## src/rtl/vga_sync_gen.sv

```systemverilog
`default_nettype none
// ============================================================================
//  Module   : vga_sync_gen
//  Purpose  : VGA timing generator. Counts pixels/lines on vga_clk, drives
//             hs/vs to the monitor and DrawX/DrawY/blank to the renderers,
//             plus frame_start/vblank_start strobes and an 8-bit frame count.
//  Ports    : vga_clk      - pixel clock, sole clock
//             reset        - synchronous, active-high
//             DrawX/DrawY  - current pixel column / line
//             hs/vs        - syncs, asserted level HS_POL/VS_POL
//             blank        - 1 = visible pixel (display enable)
//             frame_start  - 1-cycle pulse at (0,0)
//             vblank_start - 1-cycle pulse at (0,V_ACTIVE)
//             frame_count  - increments with vblank_start, wraps 255->0
//  Revision : 1.0 - initial release
// ============================================================================
module vga_sync_gen #(
   parameter int   H_ACTIVE = 640,
   parameter int   H_FP     = 16,
   parameter int   H_SYNC   = 96,
   parameter int   H_BP     = 48,
   parameter int   V_ACTIVE = 480,
   parameter int   V_FP     = 10,
   parameter int   V_SYNC   = 2,
   parameter int   V_BP     = 33,
   parameter logic HS_POL   = 1'b0,
   parameter logic VS_POL   = 1'b0
) (
   input  logic       vga_clk,
   input  logic       reset,
   output logic [9:0] DrawX,
   output logic [9:0] DrawY,
   output logic       hs,
   output logic       vs,
   output logic       blank,
   output logic       frame_start,
   output logic       vblank_start,
   output logic [7:0] frame_count
);

   localparam int H_TOTAL = H_ACTIVE + H_FP + H_SYNC + H_BP;
   localparam int V_TOTAL = V_ACTIVE + V_FP + V_SYNC + V_BP;

   localparam logic [9:0] c_H_MAX      = 10'(H_TOTAL - 1);
   localparam logic [9:0] c_V_MAX      = 10'(V_TOTAL - 1);
   localparam logic [9:0] c_H_ACTIVE   = 10'(H_ACTIVE);
   localparam logic [9:0] c_V_ACTIVE   = 10'(V_ACTIVE);
   localparam logic [9:0] c_HS_START   = 10'(H_ACTIVE + H_FP);
   localparam logic [9:0] c_HS_END     = 10'(H_ACTIVE + H_FP + H_SYNC - 1);
   localparam logic [9:0] c_VS_START   = 10'(V_ACTIVE + V_FP);
   localparam logic [9:0] c_VS_END     = 10'(V_ACTIVE + V_FP + V_SYNC - 1);

   logic [9:0] x_q, x_d;
   logic [9:0] y_q, y_d;
   logic       hs_q, hs_d;
   logic       vs_q, vs_d;
   logic       blank_q, blank_d;
   logic       fs_q, fs_d;
   logic       vbs_q, vbs_d;
   logic [7:0] fc_q, fc_d;

   // Every output is computed from the *next* counter values so that after
   // the edge all outputs describe the same pixel as DrawX/DrawY, with no
   // combinational logic between the counters and the pins.
   always_comb begin
      x_d = x_q;
      y_d = y_q;
      // ">=" rather than "==" makes any out-of-range value wrap immediately.
      if (x_q >= c_H_MAX) begin
         x_d = '0;
         if (y_q >= c_V_MAX) y_d = '0;
         else                y_d = y_q + 10'd1;
      end else begin
         x_d = x_q + 10'd1;
      end

      hs_d    = ((x_d >= c_HS_START) && (x_d <= c_HS_END)) ? HS_POL : ~HS_POL;
      vs_d    = ((y_d >= c_VS_START) && (y_d <= c_VS_END)) ? VS_POL : ~VS_POL;
      blank_d = (x_d < c_H_ACTIVE) && (y_d < c_V_ACTIVE);
      fs_d    = (x_d == 10'd0) && (y_d == 10'd0);
      vbs_d   = (x_d == 10'd0) && (y_d == c_V_ACTIVE);
      // Count advances on the same edge that raises vblank_start, so the
      // visible region of a frame always sees a stable value.
      fc_d    = vbs_d ? (fc_q + 8'd1) : fc_q;
   end

   always_ff @(posedge vga_clk) begin
      if (reset) begin
         // Park on the last pixel of the frame so release lands on (0,0).
         x_q     <= c_H_MAX;
         y_q     <= c_V_MAX;
         hs_q    <= ~HS_POL;
         vs_q    <= ~VS_POL;
         blank_q <= 1'b0;
         fs_q    <= 1'b0;
         vbs_q   <= 1'b0;
         fc_q    <= '0;
      end else begin
         x_q     <= x_d;
         y_q     <= y_d;
         hs_q    <= hs_d;
         vs_q    <= vs_d;
         blank_q <= blank_d;
         fs_q    <= fs_d;
         vbs_q   <= vbs_d;
         fc_q    <= fc_d;
      end
   end

   assign DrawX        = x_q;
   assign DrawY        = y_q;
   assign hs           = hs_q;
   assign vs           = vs_q;
   assign blank        = blank_q;
   assign frame_start  = fs_q;
   assign vblank_start = vbs_q;
   assign frame_count  = fc_q;

endmodule
`default_nettype wire

```

## config.mk

```make
export PLATFORM = sky130hd
export DESIGN_NAME = vga_sync_gen
export DESIGN_NICKNAME = d
export VERILOG_FILES = /design/src/rtl/vga_sync_gen.sv
export SDC_FILE = /design/constraint.sdc
export NUM_CORES = 1
export LEC_CHECK = 0
export CAP_MARGIN = 20
export CORE_MARGIN = 2
export CORE_UTILIZATION = 45
export CTS_CLUSTER_SIZE = 16
export DETAILED_ROUTE_END_ITERATION = 10
export PLACE_DENSITY_LB_ADDON = 0.1
export SETUP_SLACK_MARGIN = 0.4
export SYNTH_ARGS = -nofsm -noshare
export SYNTH_HDL_FRONTEND = slang
export SYNTH_SLANG_ARGS = --single-unit
```

## constraint.sdc

```tcl
create_clock -name vga_clk -period 2.9 [get_ports vga_clk]
set_input_delay 0.435 -clock vga_clk [delete_from_list [all_inputs] [get_ports vga_clk]]
set_output_delay 0.435 -clock vga_clk [all_outputs]
set_load 0.005 [all_outputs]
```

==> results of run 1 <==
[kinds of logic after synthesis]
group | count (synthesis) | synth area share [%]
muxes | 1 | 0.585
buffers and inverters | 25 | 5.66
AOI/OAI and AO/OA | 72 | 26.0
DFF | 33 | 34.3
and+or+nand+nor | 98 | 27.2
xor gates and xnor gates | 8 | 3.64
adders and majority gates | 4 | 2.60
[power by group]
part / switching, mW / internal, mW / leakage (nW)
clock: 0.168 / 0.280 / 0.0585
sequential: 0.134 / 0.549 / 0.271
combinational: 0.690 / 0.705 / 0.707
total: 0.992 / 1.53 / 1.04
[registers in the layout, indices dropped and copies added (netlist names)]
signal / count
DrawX: 10
DrawY: 10
frame_count: 8
blank: 1
frame_start: 1
hs: 1
vblank_start: 1
vs: 1
[repair_timing]
item / 4_1_cts / 5_1_grt
gates resized for setup: 19 / 49
endpoints found under the setup margin: 9 / 8
pin swaps: 3 / 10
setup buffers: 4 / 10
cloned: 0 / 2
[path summary, 6_finish.rpt]
kind                                                  start                          end  slack [ns]  cells past startpoint
worst min-delay path            frame_count[7]$_SDFFE_PP0P_  frame_count[7]$_SDFFE_PP0P_        0.49                      2
worst max-delay path                    DrawY[7]$_SDFF_PP0_  frame_count[4]$_SDFFE_PP0P_        0.44                      9
worst max register to register          DrawY[7]$_SDFF_PP0_  frame_count[4]$_SDFFE_PP0P_        0.44                      9
worst min register to register  frame_count[7]$_SDFFE_PP0P_  frame_count[7]$_SDFFE_PP0P_        0.49                      2
[cell type report]
class | instances | share of cell area (%)
Sequential cell | 33 | 23.8
Inverter | 10 | 1.29
Tap cell | 50 | 2.16
Multi-Input combinational cell | 183 | 47.5
Clock inverter | 1 | 1.04
Timing Repair Buffer | 67 | 21.2
Clock buffer | 7 | 2.98
[per-layer routing]
metal / wire length (um) / global-route usage [%] / vias up
li1: - / - / 1009
met3: 262 / 5.96 / 10
met2: 2550 / 32.4 / 63
met5: 0 / 0 / -
met1: 2680 / 32.7 / 1005
met4: 93 / 6.54 / 0
[worst min-delay path: stages (launching register included)]
cell                      delay, ns
sky130_fd_sc_hd__dfxtp_1       0.32
sky130_fd_sc_hd__o31ai_1       0.07
sky130_fd_sc_hd__a21oi_1       0.05
[layout by cell type (no fill, tap or decap), types with 8 or more instances in the layout]
cell                               n
sky130_fd_sc_hd__nor2_1           20
sky130_fd_sc_hd__o21ai_0          13
sky130_fd_sc_hd__dfxtp_1          19
sky130_fd_sc_hd__inv_1            10
sky130_fd_sc_hd__nand3_1           8
sky130_fd_sc_hd__clkdlybuf4s50_1  34
sky130_fd_sc_hd__nand2_1          19
sky130_fd_sc_hd__dfxtp_2           9
sky130_fd_sc_hd__buf_4            24
sky130_fd_sc_hd__a21oi_1          14
sky130_fd_sc_hd__nor3_1            9
[metrics by stage]
step	utilization, %	hold slack (ns)	setup slack (ns)	total power, mW
after detailed placement	58.7	0.468	0.110	1.65
after global placement	58.7	0.476	0.222	1.65
final	71.4	0.487	0.443	2.53
after global routing	71.4	0.513	0.339	2.69
after floorplan	-	0.441	0.433	1.30
after CTS	64.3	0.489	0.401	2.24
==> impl_metrics.csv, run 1 <==
group,metric,value,unit
finish,seqCellArea,691,um2
global_route,grt_antenna_before_repair,0,
critical_path,worst-endpoint-required,3.12,ns
finish,areaGrowthSynthToFinish,50.7,%
routing,wire_per_inst,15.9,um
job,max_cap_viol_count,0,
run_status,status,"finished, final reports clean",
placement,port_buffers,34,
global_route,globalRouteTotalUtil,22.4,%
critical_path,slowest_delay,0.50,ns
synth,synthesis.instances,241,
routing,drt-vias-per-instance,5.95,
synth,ys_top_cells_by_area,"sky130_fd_sc_hd__dfxtp_1 34%, sky130_fd_sc_hd__a21oi_1 4.4%, sky130_fd_sc_hd__nor2_1 4.3%, sky130_fd_sc_hd__nand2_1 3.9%, sky130_fd_sc_hd__o21ai_0 3.6%",
routing,drcViolationCount,0,
timing,setup_viol,0,
floorplanning,floorplan_core_area,4060,um2
timing,setup_total_neg_slack,0,ns
finish,layout_cells_sized_above_1,31.2,%
synth,asyncSetResetFlopFracSynth,0,%
clock_network,cts-hold-fix-buffers,0,
clock_network,clock_tree_buf_depth,2,
global_route,grt_pass1_vias,1861,
finish,final_cells,351,
synth,syn-num-nets,247,
synth,avgSynthCellArea,7.98,um2
clock_network,cts.htree.levels,2,
placement,post-place-cells,327,
global_route,grt_start_max_net_pins,31,
floorplanning,floorplan.io_pins,35,
synth,netlist.area_leader.share,34.3,%
synth,post_synthesis_sequential_element_count,33,
timing,rsz0062_at_grt,"no",
clock_network,worstSkewPairLatency,0.29,ns
critical_path,crit_chain,"nor3_4 > a41oi_4 > buf_4 > o21ai_0 > a22oi_1 > nand4bb_1 > buf_6 > or4_1 > a21oi_1",
critical_path,startpoint_type,"flip-flop",
timing,hold_viol,0,
finish,diodes,0,
power_and_ir_drop,power.static_leakage,1.04,nW
timing,period_share,84.7,%
placement,detailedPlacementHpwl,3410,um
timing,final_max_slew_viol_count,0,
routing,drt_iter0_markers,215,
clock_network,cts_root_buf,"sky130_fd_sc_hd__clkbuf_8",
clock_network,numClockSinks,33,
synth,synth_warnings,0,
routing,dr.pass1.iters,4,
clock_network,numCtsBuffers,5,
timing,slew-limit-headroom,69.8,%
floorplanning,die_height,69.4,um
timing,period_minus_slack,2.46,ns
timing,highest_clock_rate,407,MHz
synth,synth_enable_flop_cells,0,
critical_path,buf_inv_on_cp,2,
synth,yosys.area.top_type,"sky130_fd_sc_hd__dfxtp_1",
routing,antenna_left,0,
finish,finish.instance_area,2900,um2
critical_path,cp.arrival,2.68,ns
critical_path,critical_path.top_delay_family,"simple AND/OR/NAND/NOR gates",
min_path,min_path_type,"flip-flop to flip-flop",
floorplanning,floorplan.rows,23,
floorplanning,die_area,4820,um2
critical_path,crit_path_max_fanout,14,
timing,clock_skews,0.00467,ns
power_and_ir_drop,peakVddDrop,0.000736,V
clock_network,cts_tree,"built",
global_route,first_pass_grt_wire_length,8910,um
synth,ys_seq_area_share,34.3,%
routing,total_via_count_in_the_routed_design,2087,
global_route,global_route.overflow_total,0,
finish,finish.net_count,306,
critical_path,critical_path.slowest_cell,"sky130_fd_sc_hd__or4_1",
critical_path,setup.worst_path.class,"flip-flop to flip-flop",
timing,timing_worst_slew_pin_value,0.441,ns
placement,postPlaceCellArea,2380,um2
floorplanning,starting_density,47.4,%
synth,synth_top_cells_by_count,"33 x sky130_fd_sc_hd__dfxtp_1, 22 x sky130_fd_sc_hd__nor2_1, 20 x sky130_fd_sc_hd__nand2_1, 17 x sky130_fd_sc_hd__a21oi_1, 14 x sky130_fd_sc_hd__o21ai_0",
floorplanning,die_width,69.4,um
placement,placer_congestion_estimate,0.872,
synth,synth_cell_type_count,49,
synth,synth.most_common_cell,"sky130_fd_sc_hd__dfxtp_1",
critical_path,crit_path_end_kind,"flip-flop",
finish,multi_input_comb_area,1380,um2
clock_network,worst_setup_hold_path_clk_slew,0.07,ns
synth,netlist_area_before_placement,1920,um2
routing,wl,5590,um
finish,fill_cells,312,
power_and_ir_drop,power-per-cell-area,872,nW/um2
synth,synth_flop_cell,"sky130_fd_sc_hd__dfxtp_1",
Note: power is estimated with default switching activity, not from simulation.
==> run 2, diff against run 1 <==
Clock period 2.9 ns to 2.15 ns, I/O delays scaled along.
==> run 2 against run 1 <==
The run now ends with setup timing left. Setup slack got worse by 0.76 ns. Die area stayed put. Sequential share of layout area fell by 3.7 points. First-iteration DRC count grew 68%. Clock power up 31%. Combinational power up 82%. Global-route usage grew 6.6 points.
==> impl_metrics.csv, run 2 (synthesized netlist as in run 1, its figures left out) <==
group,metric,value,unit
timing,final_max_slew_viol_count,0,
floorplanning,die_width,69.4,um
global_route,global_route.overflow_total,0,
global_route,grt_start_max_net_pins,31,
finish,fill_cells,221,
critical_path,setup.worst_path.class,"flip-flop to flip-flop",
timing,timing_worst_slew_pin_value,0.487,ns
floorplanning,die_height,69.4,um
clock_network,numCtsBuffers,5,
run_status,failed_checks,"setup timing",
global_route,globalRouteTotalUtil,29.1,%
floorplanning,starting_density,47.4,%
timing,whs,0.507,ns
critical_path,cp.arrival,2.69,ns
timing,clock_skews,0.0175,ns
routing,wl,7890,um
global_route,first_pass_grt_wire_length,11300,um
placement,detailedPlacementHpwl,4080,um
critical_path,slowest_delay,0.41,ns
min_path,min_path_type,"flip-flop to flip-flop",
timing,highest_clock_rate,406,MHz
critical_path,crit-reg2reg-capture,"frame_count[0]$_SDFFE_PP0P_",
timing,setup_viol,12,
power_and_ir_drop,power.static_leakage,1.34,nW
finish,diodes,0,
floorplanning,floorplan.io_pins,35,
critical_path,critical_path.slowest_cell,"sky130_fd_sc_hd__o41ai_4",
global_route,grt_antenna_before_repair,0,
routing,drcViolationCount,0,
finish,final_cells,397,
critical_path,crit_path_max_fanout,7,
clock_network,clock_tree_buf_depth,2,
critical_path,startpoint_type,"flip-flop",
clock_network,worstSkewPairLatency,0.30,ns
finish,mostFrequentLayoutCells,"60 x sky130_fd_sc_hd__buf_4, 34 x sky130_fd_sc_hd__clkdlybuf4s50_1, 20 x sky130_fd_sc_hd__dfxtp_1",
routing,total_via_count_in_the_routed_design,2466,
timing,period_minus_slack,2.46,ns
timing,hold_viol,0,
floorplanning,floorplan.rows,23,
clock_network,worst_setup_hold_path_clk_slew,0.07,ns
critical_path,r2r.worst_path.cells,10,
critical_path,crit_path_end_kind,"flip-flop",
floorplanning,die_area,4820,um2
finish,layout_cells_sized_above_1,44.7,%
critical_path,crit_chain,"ha_4 > and4_4 > o41ai_4 > nor2_1 > o21ai_1 > nand4_4 > buf_6 > buf_16 > or3_1 > a21oi_1",
clock_network,cts.htree.levels,2,
power_and_ir_drop,power-per-cell-area,1160,nW/um2
timing,finalWorstSetupSlack,-0.313,ns
placement,post-place-cells,370,
clock_network,cts_tree,"built",
placement,postPlaceCellArea,2850,um2
run_status,status,"finished, violations left",
job,max_cap_viol_count,0,
finish,layout.cells.most_common,"sky130_fd_sc_hd__buf_4",
critical_path,setup.worst_path.start,"DrawX[1]$_SDFF_PP1_",
placement,placer_congestion_estimate,0.924,
critical_path,r2r-start,"DrawX[1]$_SDFF_PP1_",
critical_path,r2r_slack,-0.31,ns
finish,finish.instance_area,3420,um2
routing,drt-vias-per-instance,6.21,
routing,drt_iter0_markers,361,
critical_path,setup.worst_path.end,"frame_count[0]$_SDFFE_PP0P_",
routing,wire_per_inst,19.9,um
finish,finish.net_count,352,
global_route,grt_pass1_vias,2342,
routing,dr.pass1.iters,8,
routing,antenna_left,0,
placement,port_buffers,34,
floorplanning,floorplan_core_area,4060,um2
clock_network,cts_root_buf,"sky130_fd_sc_hd__clkbuf_8",
critical_path,worst-endpoint-required,2.37,ns
finish,areaGrowthSynthToFinish,77.6,%
timing,rsz0062_at_grt,"yes",
clock_network,numClockSinks,33,
power_and_ir_drop,peakVddDrop,0.00101,V
timing,period_share,115,%
timing,slew-limit-headroom,67.4,%
-- run 2: changes by cell type in the layout (fill, tap and decap cells not counted), sizes merged --
cell / change
a21boi: +1
clkbuf: +1
bufinv: -1
buf: +46
clkdlybuf4s15: -1
-- run 2: final cells by class --
type,count,area [um2],area share (%)
Multi-Input combinational cell,184,1490,43.7
Clock buffer,8,111,3.26
Tap cell,50,62.6,1.83
Sequential cell,33,687,20.1
Timing Repair Buffer,112,1030,30.1
Inverter,10,37.5,1.10
-- run 2: worst min path at each step --
stage | start | to | slack [ns] | depth (start not counted)
2_1_floorplan | reset | DrawY[1]$_SDFF_PP0_ | 0.40 | 1
3_3_place_gp | frame_count[7]$_SDFFE_PP0P_ | frame_count[7]$_SDFFE_PP0P_ | 0.48 | 2
3_5_place_dp | frame_count[7]$_SDFFE_PP0P_ | frame_count[7]$_SDFFE_PP0P_ | 0.48 | 2
4_1_cts | frame_count[7]$_SDFFE_PP0P_ | frame_count[7]$_SDFFE_PP0P_ | 0.49 | 2
5_1_grt | frame_count[7]$_SDFFE_PP0P_ | frame_count[7]$_SDFFE_PP0P_ | 0.53 | 2
6_report | frame_count[7]$_SDFFE_PP0P_ | frame_count[7]$_SDFFE_PP0P_ | 0.51 | 2
-- run 2: timing repair --
item | 4_1_cts | 5_1_grt
endpoints found under the setup margin | 19 | 23
hold buffers | 0 | 0
pin swaps | 15 | 16
setup buffers | 11 | 6
gates resized for setup | 42 | 35
gates cloned | 2 | 0
-- run 2: worst max-delay path, delay by kind of cell (launching register included) --
family | cells | cell delay (ns)
buffers and inverters | 2 | 0.29
AND/OR/NAND/NOR | 4 | 0.76
AO/OA/AOI/OAI | 3 | 0.82
flip-flops | 1 | 0.35
adder cells (fa/ha/maj) | 1 | 0.18
-- run 2: metrics by stage --
stage / power, mW / worst slack (ns) / util [%] / setup TNS, ns
6_report: 3.98 / -0.313 / 84.2 / -2.19
4_1_cts: 3.63 / -0.162 / 80.3 / -1.19
5_1_grt: 4.17 / -0.374 / 84.2 / -3.06
3_5_place_dp: 2.77 / -0.277 / 70.3 / -1.57
2_1_floorplan: 1.94 / -0.00191 / - / -0.00318
3_3_place_gp: 2.74 / -0.189 / 70.3 / -1.24
-- run 2: layer usage --
layer | GRT usage (%) | up-vias | wire [um]
met3 | 6.69 | 44 | 633
met1 | 35.5 | 1141 | 3030
met4 | 11.8 | 0 | 368
li1 | - | 1101 | -
met2 | 49.1 | 180 | 3860
met5 | 0 | - | 0
-- run 2: power by group --
group          internal (mW)  leakage (nW)  switching (mW)
Clock                  0.332        0.0566           0.253
Combinational           1.27          1.02            1.28
Sequential             0.740         0.271           0.108
Total                   2.34          1.34            1.64
==> run 3, diff against run 2 <==
Settings changed: REMOVE_ABC_BUFFERS set to 1.
==> run 3 against run 2 <==
The flow still finishes with violations (setup timing). Clock-buffer cell count shrank 3. Highest routed layer unchanged. Critical endpoint unchanged. Global-route usage up 2.5 points. Critical path depth grew 1. Clock power fell by 17%. Routed wire length fell by 6.2%.
==> impl_metrics.csv, run 3 (synthesized netlist as in run 1, its figures left out) <==
group,metric,value,unit
floorplanning,die_width,69.4,um
critical_path,worst-endpoint-required,2.39,ns
clock_network,worst_setup_hold_path_clk_slew,0.08,ns
critical_path,critical_path.slowest_cell,"sky130_fd_sc_hd__a2111oi_4",
routing,met3_length,447,um
power_and_ir_drop,power.total,3.94,mW
global_route,grt_pass1_vias,2487,
global_route,globalRouteTotalUtil,31.5,%
routing,drt-met1-wl,2790,um
finish,finalCoreUtilization,83.6,%
critical_path,cp.arrival,2.76,ns
placement,placer_congestion_estimate,0.917,
routing,met2RoutedLength,3790,um
timing,hold_viol,0,
routing,drt_iter0_markers,174,
power_and_ir_drop,power.static_leakage,1.35,nW
finish,diodes,0,
timing,period_share,117,%
min_path,min_path_type,"flip-flop to flip-flop",
finish,areaGrowthSynthToFinish,76.3,%
min_path,number_of_instances_on_the_worst_hold_path,2,
floorplanning,die_area,4820,um2
finish,finish.net_count,367,
finish,finish.instance_area,3390,um2
critical_path,buf_inv_on_cp,3,
job,max_cap_viol_count,0,
critical_path,crit_chain,"ha_4 > buf_6 > nand4_4 > nor3_2 > buf_4 > o21a_1 > a2111oi_4 > nand4_1 > buf_4 > or3_4 > a21oi_1",
routing,wire_per_inst,18.0,um
floorplanning,die_height,69.4,um
critical_path,r2r-start,"DrawX[1]$_SDFF_PP1_",
critical_path,crit_path_max_fanout,4,
timing,rsz0062_at_grt,"yes",
routing,top_signal_layer_used,"met4",
timing,highest_clock_rate,396,MHz
placement,postPlaceCellArea,2790,um2
clock_network,clock_tree_buf_depth,2,
critical_path,r2r.worst_path.cells,11,
routing,drt-vias-per-instance,5.97,
finish,final_cells,412,
finish,layout_cells_sized_above_1,43.9,%
clock_network,cts.htree.levels,2,
routing,antenna_left,0,
global_route,grt_start_max_net_pins,31,
routing,drcViolationCount,0,
timing,final_max_slew_viol_count,0,
global_route,global_route.overflow_total,0,
critical_path,crit_path_end_kind,"flip-flop",
placement,post-place-cells,381,
power_and_ir_drop,power-per-cell-area,1160,nW/um2
global_route,first_pass_grt_wire_length,12200,um
placement,dpl_worst_slack,-0.446,ns
timing,timing_worst_slew_pin_value,0.421,ns
clock_network,numClockSinks,33,
timing,slew-limit-headroom,71.9,%
timing,setup_viol,11,
timing,whs,0.515,ns
finish,layout.cells.most_common,"sky130_fd_sc_hd__buf_4",
floorplanning,floorplan_core_area,4060,um2
routing,dr.pass1.iters,7,
routing,wl,7410,um
clock_network,cts_root_buf,"sky130_fd_sc_hd__clkbuf_8",
clock_network,cts_tree,"built",
min_path,whs_endpoint,"frame_count[6]$_SDFFE_PP0P_",
run_status,failed_checks,"setup timing",
critical_path,worstSetupPathDepth,11,
run_status,status,"finished, violations left",
critical_path,setup.worst_path.class,"flip-flop to flip-flop",
timing,clock_skews,0.0107,ns
critical_path,startpoint_type,"flip-flop",
clock_network,cts-hold-fix-buffers,0,
timing,setup_total_neg_slack,-3.12,ns
critical_path,crit-reg2reg-capture,"frame_count[0]$_SDFFE_PP0P_",
critical_path,r2r_slack,-0.37,ns
routing,total_via_count_in_the_routed_design,2460,
critical_path,path_common_cell,"sky130_fd_sc_hd__buf_4",
floorplanning,starting_density,47.4,%
timing,period_minus_slack,2.52,ns
floorplanning,floorplan.io_pins,35,
clock_network,worstSkewPairLatency,0.30,ns
placement,port_buffers,34,
min_path,hold_path.startpoint,"frame_count[6]$_SDFFE_PP0P_",
critical_path,critical_path.top_delay_family,"compound AO/OA/AOI/OAI gates",
global_route,grt_antenna_before_repair,0,
clock_network,numCtsBuffers,5,
timing,finalWorstSetupSlack,-0.373,ns
placement,detailedPlacementHpwl,4130,um
floorplanning,floorplan.rows,23,
power_and_ir_drop,peakVddDrop,0.00107,V
critical_path,slowest_delay,0.44,ns
finish,mostFrequentLayoutCells,"78 x sky130_fd_sc_hd__buf_4, 33 x sky130_fd_sc_hd__clkdlybuf4s50_1, 24 x sky130_fd_sc_hd__dfxtp_1",
[run 3: cell type report]
class | count | area [um2]
Clock buffer | 5 | 68.8
Sequential cell | 33 | 672
Tap cell | 50 | 62.6
Timing Repair Buffer | 127 | 1090
Multi-Input combinational cell | 184 | 1440
Clock inverter | 3 | 17.5
Inverter | 10 | 37.5
Fill cell | 245 | 664
[run 3: worst reg2reg max path, delay by kind of cell (launching register included)]
family | cells | cell delay (ns)
AOI/OAI and AO/OA | 3 | 0.76
adders and majority gates | 1 | 0.17
buffers and inverters | 3 | 0.49
DFF | 1 | 0.34
and+or+nand+nor | 4 | 0.73
[run 3: power breakdown]
group,switching [mW],total [mW],internal [mW]
Clock,0.264,0.487,0.224
Combinational,1.27,2.61,1.35
Sequential,0.120,0.845,0.725
[run 3: repair_timing]
item,4_1_cts,5_1_grt
setup buffers,20,1
gates resized for setup,57,19
endpoints found under the setup margin,21,25
pin swaps,25,8
cloned,2,0
[run 3: worst max path at each step]
stage	from	end	slack, ns
after floorplan	DrawX[0]$_SDFF_PP1_	frame_count[5]$_SDFFE_PP0P_	-0.77
after CTS	DrawX[1]$_SDFF_PP1_	frame_count[2]$_SDFFE_PP0P_	-0.24
after detailed placement	DrawX[0]$_SDFF_PP1_	frame_count[5]$_SDFFE_PP0P_	-0.45
after global placement	DrawX[0]$_SDFF_PP1_	frame_count[2]$_SDFFE_PP0P_	-0.34
after global routing	DrawX[0]$_SDFF_PP1_	frame_count[1]$_SDFFE_PP0P_	-0.45
final	DrawX[1]$_SDFF_PP1_	frame_count[0]$_SDFFE_PP0P_	-0.37
[run 3: metal layers]
metal	vias to the layer above	track usage, %
met5	-	0
met1	1170	35.3
met3	39	6.98
met2	117	54.3
met4	0	19.0
li1	1134	-
